--- src/rtl/alu_pkg.sv ---
// Shared definitions for the shift-add multiplier controller and the 8-bit ALU.
// Holds the ALU operation codes, the controller FSM state encoding and the
// datapath widths. Import with: import alu_pkg::*;
package alu_pkg;

  localparam int unsigned DATA_W   = 8;
  localparam int unsigned OP_W     = 3;
  localparam int unsigned CNT_W    = 4;
  localparam int unsigned MUL_BITS = 8;

  // Operation codes understood by the shared ALU
  typedef enum logic [OP_W-1:0] {
    ALU_NOP = 3'd0,
    ALU_ADD = 3'd1,
    ALU_SUB = 3'd2,
    ALU_AND = 3'd3,
    ALU_ORR = 3'd4,
    ALU_LSL = 3'd5,
    ALU_LSR = 3'd6
  } alu_op_e;

  // Multiplier controller states
  typedef enum logic [1:0] {
    S_IDLE  = 2'd0,
    S_ADD   = 2'd1,
    S_SHIFT = 2'd2,
    S_DONE  = 2'd3
  } mul_state_e;

endpackage

--- src/rtl/alu_mul_ctrl_if.sv ---
// Bundle between a multiply requester, the multiplier controller and the
// shared ALU.
//   start/a/b             : request side, sampled by the controller in IDLE
//   busy/done/product     : controller status and result
//   alu_op1/alu_op2/alu_operation/alu_is_signed : controller -> ALU operands
//   alu_result            : ALU -> controller combinational result
// Modports: slave = controller view, master = environment (requester + ALU).
interface alu_mul_ctrl_if;
  import alu_pkg::*;

  logic                  start;
  logic [DATA_W-1:0]     a;
  logic [DATA_W-1:0]     b;
  logic                  busy;
  logic                  done;
  logic [DATA_W-1:0]     product;
  logic [DATA_W-1:0]     alu_op1;
  logic [DATA_W-1:0]     alu_op2;
  logic [OP_W-1:0]       alu_operation;
  logic                  alu_is_signed;
  logic [DATA_W-1:0]     alu_result;

  modport slave (
    input  start, a, b, alu_result,
    output busy, done, product, alu_op1, alu_op2, alu_operation, alu_is_signed
  );

  modport master (
    output start, a, b, alu_result,
    input  busy, done, product, alu_op1, alu_op2, alu_operation, alu_is_signed
  );

endinterface

--- src/rtl/alu_mul_ctrl.sv ---
// Shift-and-add 8x8 unsigned multiplier controller that borrows a shared
// 8-bit ALU (instantiated by the parent) for its add and shift steps.
// Result is a*b mod 256, reported on product with a one-cycle done pulse.
// Ports:
//   clk   : system clock, rising edge
//   rst_n : asynchronous active-low reset
//   bus   : alu_mul_ctrl_if.slave (start/a/b in, busy/done/product out,
//           ALU operand/opcode out, alu_result in)
// Build option: define ALU_MUL_EARLY_EXIT_EN to finish as soon as the
// remaining multiplier bits are all zero (b==0 completes straight from IDLE).
module alu_mul_ctrl
  import alu_pkg::*;
(
  input  logic           clk,
  input  logic           rst_n,
  alu_mul_ctrl_if.slave  bus
);

  mul_state_e         state_q, state_n;
  logic [DATA_W-1:0]  acc_q, acc_n;
  logic [DATA_W-1:0]  mcand_q, mcand_n;
  logic [DATA_W-1:0]  mplier_q, mplier_n;
  logic [CNT_W-1:0]   cnt_q, cnt_n;
  logic               busy_q, busy_n;
  logic               done_q, done_n;
  logic [DATA_W-1:0]  product_q, product_n;
  logic [DATA_W-1:0]  op1_q, op1_n;
  logic [DATA_W-1:0]  op2_q, op2_n;
  alu_op_e            oper_q, oper_n;

  // State and datapath registers
  always_ff @(posedge clk or negedge rst_n) begin
    if (!rst_n) begin
      state_q   <= S_IDLE;
      acc_q     <= '0;
      mcand_q   <= '0;
      mplier_q  <= '0;
      cnt_q     <= '0;
      busy_q    <= 1'b0;
      done_q    <= 1'b0;
      product_q <= '0;
      op1_q     <= '0;
      op2_q     <= '0;
      oper_q    <= ALU_NOP;
    end else begin
      state_q   <= state_n;
      acc_q     <= acc_n;
      mcand_q   <= mcand_n;
      mplier_q  <= mplier_n;
      cnt_q     <= cnt_n;
      busy_q    <= busy_n;
      done_q    <= done_n;
      product_q <= product_n;
      op1_q     <= op1_n;
      op2_q     <= op2_n;
      oper_q    <= oper_n;
    end
  end

  // Next-state, datapath and registered-output logic
  always_comb begin
    state_n   = state_q;
    acc_n     = acc_q;
    mcand_n   = mcand_q;
    mplier_n  = mplier_q;
    cnt_n     = cnt_q;
    product_n = product_q;
    oper_n    = ALU_NOP;
    op1_n     = '0;
    op2_n     = '0;

    // Status flags trail the state by one cycle, which places done in the
    // cycle after the DONE state and gives busy its 16-cycle window.
    busy_n = (state_q == S_ADD) || (state_q == S_SHIFT);
    done_n = (state_q == S_DONE);

    unique case (state_q)
      S_IDLE: begin
        if (bus.start) begin
          mcand_n  = bus.a;
          mplier_n = bus.b;
          acc_n    = '0;
          cnt_n    = '0;
`ifdef ALU_MUL_EARLY_EXIT_EN
          state_n  = (bus.b == '0) ? S_DONE : S_ADD;
`else
          state_n  = S_ADD;
`endif
        end
      end
      S_ADD: begin
        if (mplier_q[0]) acc_n = bus.alu_result;
        state_n = S_SHIFT;
      end
      S_SHIFT: begin
        mcand_n  = bus.alu_result;
        mplier_n = mplier_q >> 1;
        cnt_n    = cnt_q + CNT_W'(1);
`ifdef ALU_MUL_EARLY_EXIT_EN
        state_n  = ((cnt_n == CNT_W'(MUL_BITS)) || (mplier_n == '0)) ? S_DONE : S_ADD;
`else
        state_n  = (cnt_n == CNT_W'(MUL_BITS)) ? S_DONE : S_ADD;
`endif
      end
      S_DONE: begin
        state_n = S_IDLE;
      end
      default: begin
        state_n = S_IDLE;
      end
    endcase

    // Capture the accumulator on entry to DONE so product is stable before done rises
    if (state_n == S_DONE) product_n = acc_n;

    // ALU request registered against the state it will be consumed in
    unique case (state_n)
      S_ADD: begin
        oper_n = ALU_ADD;
        op1_n  = acc_n;
        op2_n  = mcand_n;
      end
      S_SHIFT: begin
        oper_n = ALU_LSL;
        op1_n  = mcand_n;
        op2_n  = DATA_W'(1);
      end
      default: begin
        oper_n = ALU_NOP;
        op1_n  = '0;
        op2_n  = '0;
      end
    endcase
  end

  assign bus.busy          = busy_q;
  assign bus.done          = done_q;
  assign bus.product       = product_q;
  assign bus.alu_op1       = op1_q;
  assign bus.alu_op2       = op2_q;
  assign bus.alu_operation = oper_q;
  assign bus.alu_is_signed = 1'b0;

endmodule
--- src/flat_wrapper.sv ---
// flat-port wrapper written by rule: the top's interface ports become plain ports
module alu_mul_ctrl_flat import alu_pkg::*;
  (clk, rst_n, bus_start, bus_a, bus_b, bus_alu_result, bus_busy, bus_done, bus_product, bus_alu_op1, bus_alu_op2, bus_alu_operation, bus_alu_is_signed);
  alu_mul_ctrl_if bus_i ();
  input  logic clk;
  input  logic rst_n;
  input wire logic [$bits(bus_i.start)-1:0] bus_start;
  input wire logic [$bits(bus_i.a)-1:0] bus_a;
  input wire logic [$bits(bus_i.b)-1:0] bus_b;
  input wire logic [$bits(bus_i.alu_result)-1:0] bus_alu_result;
  output wire logic [$bits(bus_i.busy)-1:0] bus_busy;
  output wire logic [$bits(bus_i.done)-1:0] bus_done;
  output wire logic [$bits(bus_i.product)-1:0] bus_product;
  output wire logic [$bits(bus_i.alu_op1)-1:0] bus_alu_op1;
  output wire logic [$bits(bus_i.alu_op2)-1:0] bus_alu_op2;
  output wire logic [$bits(bus_i.alu_operation)-1:0] bus_alu_operation;
  output wire logic [$bits(bus_i.alu_is_signed)-1:0] bus_alu_is_signed;
  assign bus_i.start = bus_start;
  assign bus_i.a = bus_a;
  assign bus_i.b = bus_b;
  assign bus_i.alu_result = bus_alu_result;
  assign bus_busy = bus_i.busy;
  assign bus_done = bus_i.done;
  assign bus_product = bus_i.product;
  assign bus_alu_op1 = bus_i.alu_op1;
  assign bus_alu_op2 = bus_i.alu_op2;
  assign bus_alu_operation = bus_i.alu_operation;
  assign bus_alu_is_signed = bus_i.alu_is_signed;
  alu_mul_ctrl u_core (.clk(clk), .rst_n(rst_n), .bus(bus_i));
endmodule
--- config.mk ---
export PLATFORM = sky130hd
export DESIGN_NAME = alu_mul_ctrl_flat
export DESIGN_NICKNAME = d
export VERILOG_FILES = /design/src/rtl/alu_pkg.sv /design/src/rtl/alu_mul_ctrl_if.sv /design/src/rtl/alu_mul_ctrl.sv /design/src/flat_wrapper.sv
export SDC_FILE = /design/constraint.sdc
export NUM_CORES = 1
export LEC_CHECK = 0
export CORE_MARGIN = 3
export CORE_UTILIZATION = 56
export DETAILED_ROUTE_END_ITERATION = 8
export DONT_BUFFER_PORTS = 1
export PLACE_DENSITY_LB_ADDON = 0.2
export SLEW_MARGIN = 40
export SYNTH_ARGS = -nofsm -noshare
export SYNTH_HDL_FRONTEND = slang
export SYNTH_SLANG_ARGS = --single-unit
--- constraint.sdc ---
create_clock -name clk -period 2.1 [get_ports clk]
set_input_delay 0.42 -clock clk [delete_from_list [all_inputs] [get_ports clk]]
set_output_delay 0.42 -clock clk [all_outputs]
set_load 0.02 [all_outputs]
# After elaboration in Yosys (flattened, before gate mapping)
# Index checks and enable logic that the tools add are counted.
# totals
register_bits,59
inputBits,27
wordCells,39
# op_classes
add_sub_neg,1
eq_ne,8
mux,15
n_reduce_logical,4
# op_table
operator,n
8-bit case mux with 2 select lines,5
8-bit two-way mux,4
"2-bit == test, second input constant",4
2-bit case mux with 4 select lines,1
4-bit case mux with 2 select lines,1
3-bit case mux with 2 select lines,1
"4-bit by 1-bit adder with 4-bit output, second input constant",1
"2-bit by 1-bit == test with 1-bit output, second input constant",2
"4-bit == test, second input constant",1
2-bit two-way mux,2
4-bit two-way mux,1
2-bit logical NOT,1
"2-bit != test, second input constant",1
2-bit AND reduction,1
2-bit nonzero test,1
1-bit logical OR,1

# Logic depth before layout (Yosys ltp)
# depth
word_depth,6
depth_mapped,9
ltp_nobuf,7

# Least setup slack after synthesis
# OpenSTA, ideal clock, no wires.
# synth_timing
kind,register -> register
start,register u_core.state_q[0]
end,"register u_core.product_q[0], in the netlist u_core.bus.product[0]"
arrival_time_ns,2.068
required_time_ns,1.975
slack_ns,-0.093
path_stages_with_launch,10
path_buffers,2
period_less_slack_ns,2.193
cell_sequence,dfrtp_1 > inv_1 > ha_1 > buf_2 > nand2b_1 > mux2_4 > o21a_1 > or3b_1 > buf_6 > mux2_4
# synth_between
elab_chain_len,3
elab_cells_between_ends,8
# synth_rtl
item,line,text
from (decl),alu_mul_ctrl.sv:19,"mul_state_e state_q, state_n;"
from (signal assigned),alu_mul_ctrl.sv:46,state_q <= state_n;
2-bit == test (tied with other cells),alu_mul_ctrl.sv:77,unique case (state_q)
2-bit case mux with 4 select lines,alu_mul_ctrl.sv:77,
2-bit == test,alu_mul_ctrl.sv:114,if (state_n == S_DONE) product_n = acc_n;
to (signal assigned),alu_mul_ctrl.sv:53,product_q <= product_n;
to (decl),alu_mul_ctrl.sv:26,"logic [DATA_W-1:0] product_q, product_n;"
# Several ways; a longest one is shown, not always the timed one.
# A chain may end at the register's enable or synchronous reset.

# Worst setup path in the final report
# layout_timing
start,register u_core.state_q[0]
end,"register u_core.product_q[5], in the netlist u_core.bus.product[5]"
# The elaborated chain is that of the path after synthesis.

==> impl_results.md <==
- Status: completed
- Layout cells sized above 1: 0.282
- CP dominant cell by count: mux2_4
- Final worst-path cycle share: 0.994
- Required time of the critical path: 2.31 ns
- Sequential power share: 0.382
- Endpoint class of the critical path: flip-flop
- Hold Vio Cnt, Final: 0
- Post-Syn Area per Cell: 11.4 um^2
- Layout fillers: 344
- Die H: 75.4 um
- Total GRT Usage: 0.217
- Crit start category: flip-flop
- Iter 0 DRT Violations: 121
- Routed Antenna Nets: 0
- Pre-CTS WS: -0.0195 ns
- Largest net degree at the start of global routing: 59
- Placed instance area: 2830 um^2
- Avg WL per Cell: 18.4 um
- Fin util: 0.682
- Core area: 4500 um^2
- First-pass GRT wire length: 9030 um
- Worst Path Max Fanout: 8
- Power Dens Cells: 1770 nW/um^2
- Sw Share: 0.406
- Worst EP arrival: 2.30 ns
- Vias in the first global route: 1813
- Number of synthesized flops with an enable pin: 0
- CTS Sinks: 58
- Reg clk slew, reported paths: 0.07 ns
- Total CTS buffers: 9
- Max Buffers Root-to-Sink: 2
- Leak: 1.43 nW
- CP delay by family, top: multiplexers
- Vias per cell: 5.87
- Synth top area share: 0.538
- Fin worst setup slack: 0.0126 ns
- # Max-Cap Violations: 0
- # nets final: 288
- Comb power frac: 0.454
- YS warnings: 0
- CTS tree: built
- Internal Power: 3.24 mW
- Die Wd: 75.4 um
- Synth Register Bits: 58
- Setup CP Type: reg2reg
- P_sw: 2.21 mW
- Initial core utilization: 0.599
- Setup TNS: 0 ns
- Fin Clk Skew: 0.0102 ns
- Hold slack: 0.178 ns
- Fin. max-slew vios: 0
- RSZ-0062 raised after global routing: yes
- Most numerous cell in the Yosys netlist: dfrtp_1
- Max stage delay on crit path: 0.39 ns
- I/O pin count: 57
- Cell row count: 24
- Detail Placement HPWL: 3770 um
- Peak VDD IR: 0.937 mV
- Sequential cell area: 1450 um^2
- Yosys top cell by area: dfrtp_1
- PortBufs: 0
- Ys flop type: dfrtp_1
- Gpl congestion: 0.825
- Multi-input logic area: 1140 um^2
- Fin area: 3070 um^2
- Grt total ovfl: 0
- Syn Inst Count: 237
- Setup violators final: 0
- DRT Pass-1 Iters: 4
- Largest cells by area after synthesis: dfrtp_1 (54%), mux2_2 (9.2%), mux2_4 (5.0%)
- Post-Route WL: 5730 um
- Slowest-stage cell, CP: dfrtp_1
- Area Overhead vs Synth: 13.8%
- Clock power share: 0.164
- Cell area after synthesis: 2700 um^2
- Netlist cell types: 35
- Buf/Inv on CP: 2
- Post-route minimum period: 2.09 ns
- Die Area: 5690 um^2
- Worst Hold Class: in2reg
- Worst-Skew Late Latency: 0.33 ns
- Post-synthesis sequential area ratio: 0.538
- ANT cells: 0
- Initial antenna violation count: 0
- Root buffer cell: clkbuf_8
- Worst-path cell chain: inv_2 -> ha_4 -> nand2b_1 -> mux2_4 -> o21a_1 -> or3b_1 -> buf_6 -> mux2_4
- DR DRC count: 0
- Ys async rst share: 1.00
- Fmax: 479 MHz
- Total number of vias: 1825
- H-tree level count: 3
- Top cells by count, synth: dfrtp_1 (58), nand2_1 (26), mux2_2 (22), inv_1 (14), o22ai_1 (14)
## area by class of cell
class | instances | share of cell area
Multi-Input combinational cell | 149 | 0.370
Tap cell | 52 | 0.0212
Sequential cell | 58 | 0.473
Clock inverter | 5 | 0.00978
Clock buffer | 11 | 0.0460
Inverter | 15 | 0.0196
Timing Repair Buffer | 21 | 0.0599
## worst paths after layout
check	start	to	slack, ns	cells after the start
setup reg to reg	u_core.state_q[0]	u_core.bus.product[5]	0.01	8
hold / removal	bus_start	u_core.mplier_q[0]	0.18	1
min in group asynchronous	rst_n	u_core.bus.alu_op1[4]	0.67	2
hold reg to reg	u_core.cnt_q[3]	u_core.cnt_q[3]	0.51	2
max in group asynchronous	rst_n	u_core.state_q[1]	1.18	2
setup / recovery	u_core.state_q[0]	u_core.bus.product[5]	0.01	8
## through the flow
step,instances,total power [mW]
global route,311,5.85
floorplan,238,3.77
finish,311,5.45
CTS,309,5.43
global placement,291,4.41
detailed placement,291,4.48
## layer usage
layer / track usage / vias up / routed length [um]
met2: 0.318 / 65 / 2630
met5: 0 / - / 0
met3: 0.0686 / 15 / 472
met1: 0.287 / 887 / 2490
met4: 0.115 / 0 / 135
li1: - / 858 / -
## power groups by stage
stage / logic (mW) / clock network (mW) / registers (mW)
floorplan: 1.77 / 0 / 2.00
CTS: 2.44 / 0.906 / 2.08
finish: 2.47 / 0.891 / 2.08
global placement: 2.33 / 0 / 2.09
detailed placement: 2.38 / 0 / 2.10
global route: 2.74 / 0.961 / 2.15
## cells in the final DEF (no fill, tap or decap), drive strengths merged
master and n:
o21bai 1, xnor2 2, o221ai 1, a22o 10, clkinvlp 3, nor2b 8, and3 1, nand2b 3
a31oi 1, o21ai 14, nand2 26, mux2 31, dlygate4sd3 1, a21boi 1, a21oi 8, a221o 1
or3b 1, mux2i 1, o22ai 14, inv 14, buf 20, a31o 1, nand3 3, a22oi 7
conb 2, o21a 1, ha 7, nand3b 1, clkinv 3, nor2 3, clkbuf 11, dfrtp 58
## flip-flops by register name, indices dropped and copies added (netlist names)
name / cells
u_core.acc_q: 8
u_core.bus.alu_op1: 8
u_core.bus.alu_op2: 8
u_core.bus.alu_operation: 2
u_core.bus.busy: 1
u_core.bus.done: 1
u_core.bus.product: 8
u_core.cnt_q: 4
u_core.mcand_q: 8
u_core.mplier_q: 8
u_core.state_q: 2
## repair_timing
item | CTS | global route
endpoints found under the hold margin | 58 | 0
pin swaps | 1 | 0
hold buffers | 2 | 0
gates resized for setup | 2 | 3
setup endpoints to repair | 8 | 17
cloned | 0 | 0
buffers inserted | 0 | 2
## kinds of logic after synthesis
| family | share of synthesized area |
|---|---|
| fa+ha+maj | 0.0325 |
| simple gates | 0.0798 |
| buf+inv | 0.0501 |
| other cells | 0.00139 |
| mux | 0.146 |
| xor+xnor | 0.00649 |
| flops | 0.538 |
| compound gates | 0.146 |
## worst reg2reg max path: stages (launching register included)
cell and delay (ns):
dfrtp_1 0.39, inv_2 0.09, ha_4 0.15, nand2b_1 0.06
mux2_4 0.27, o21a_1 0.19, or3b_1 0.36, buf_6 0.16
mux2_4 0.30
Power figures use the tool's default switching activity.
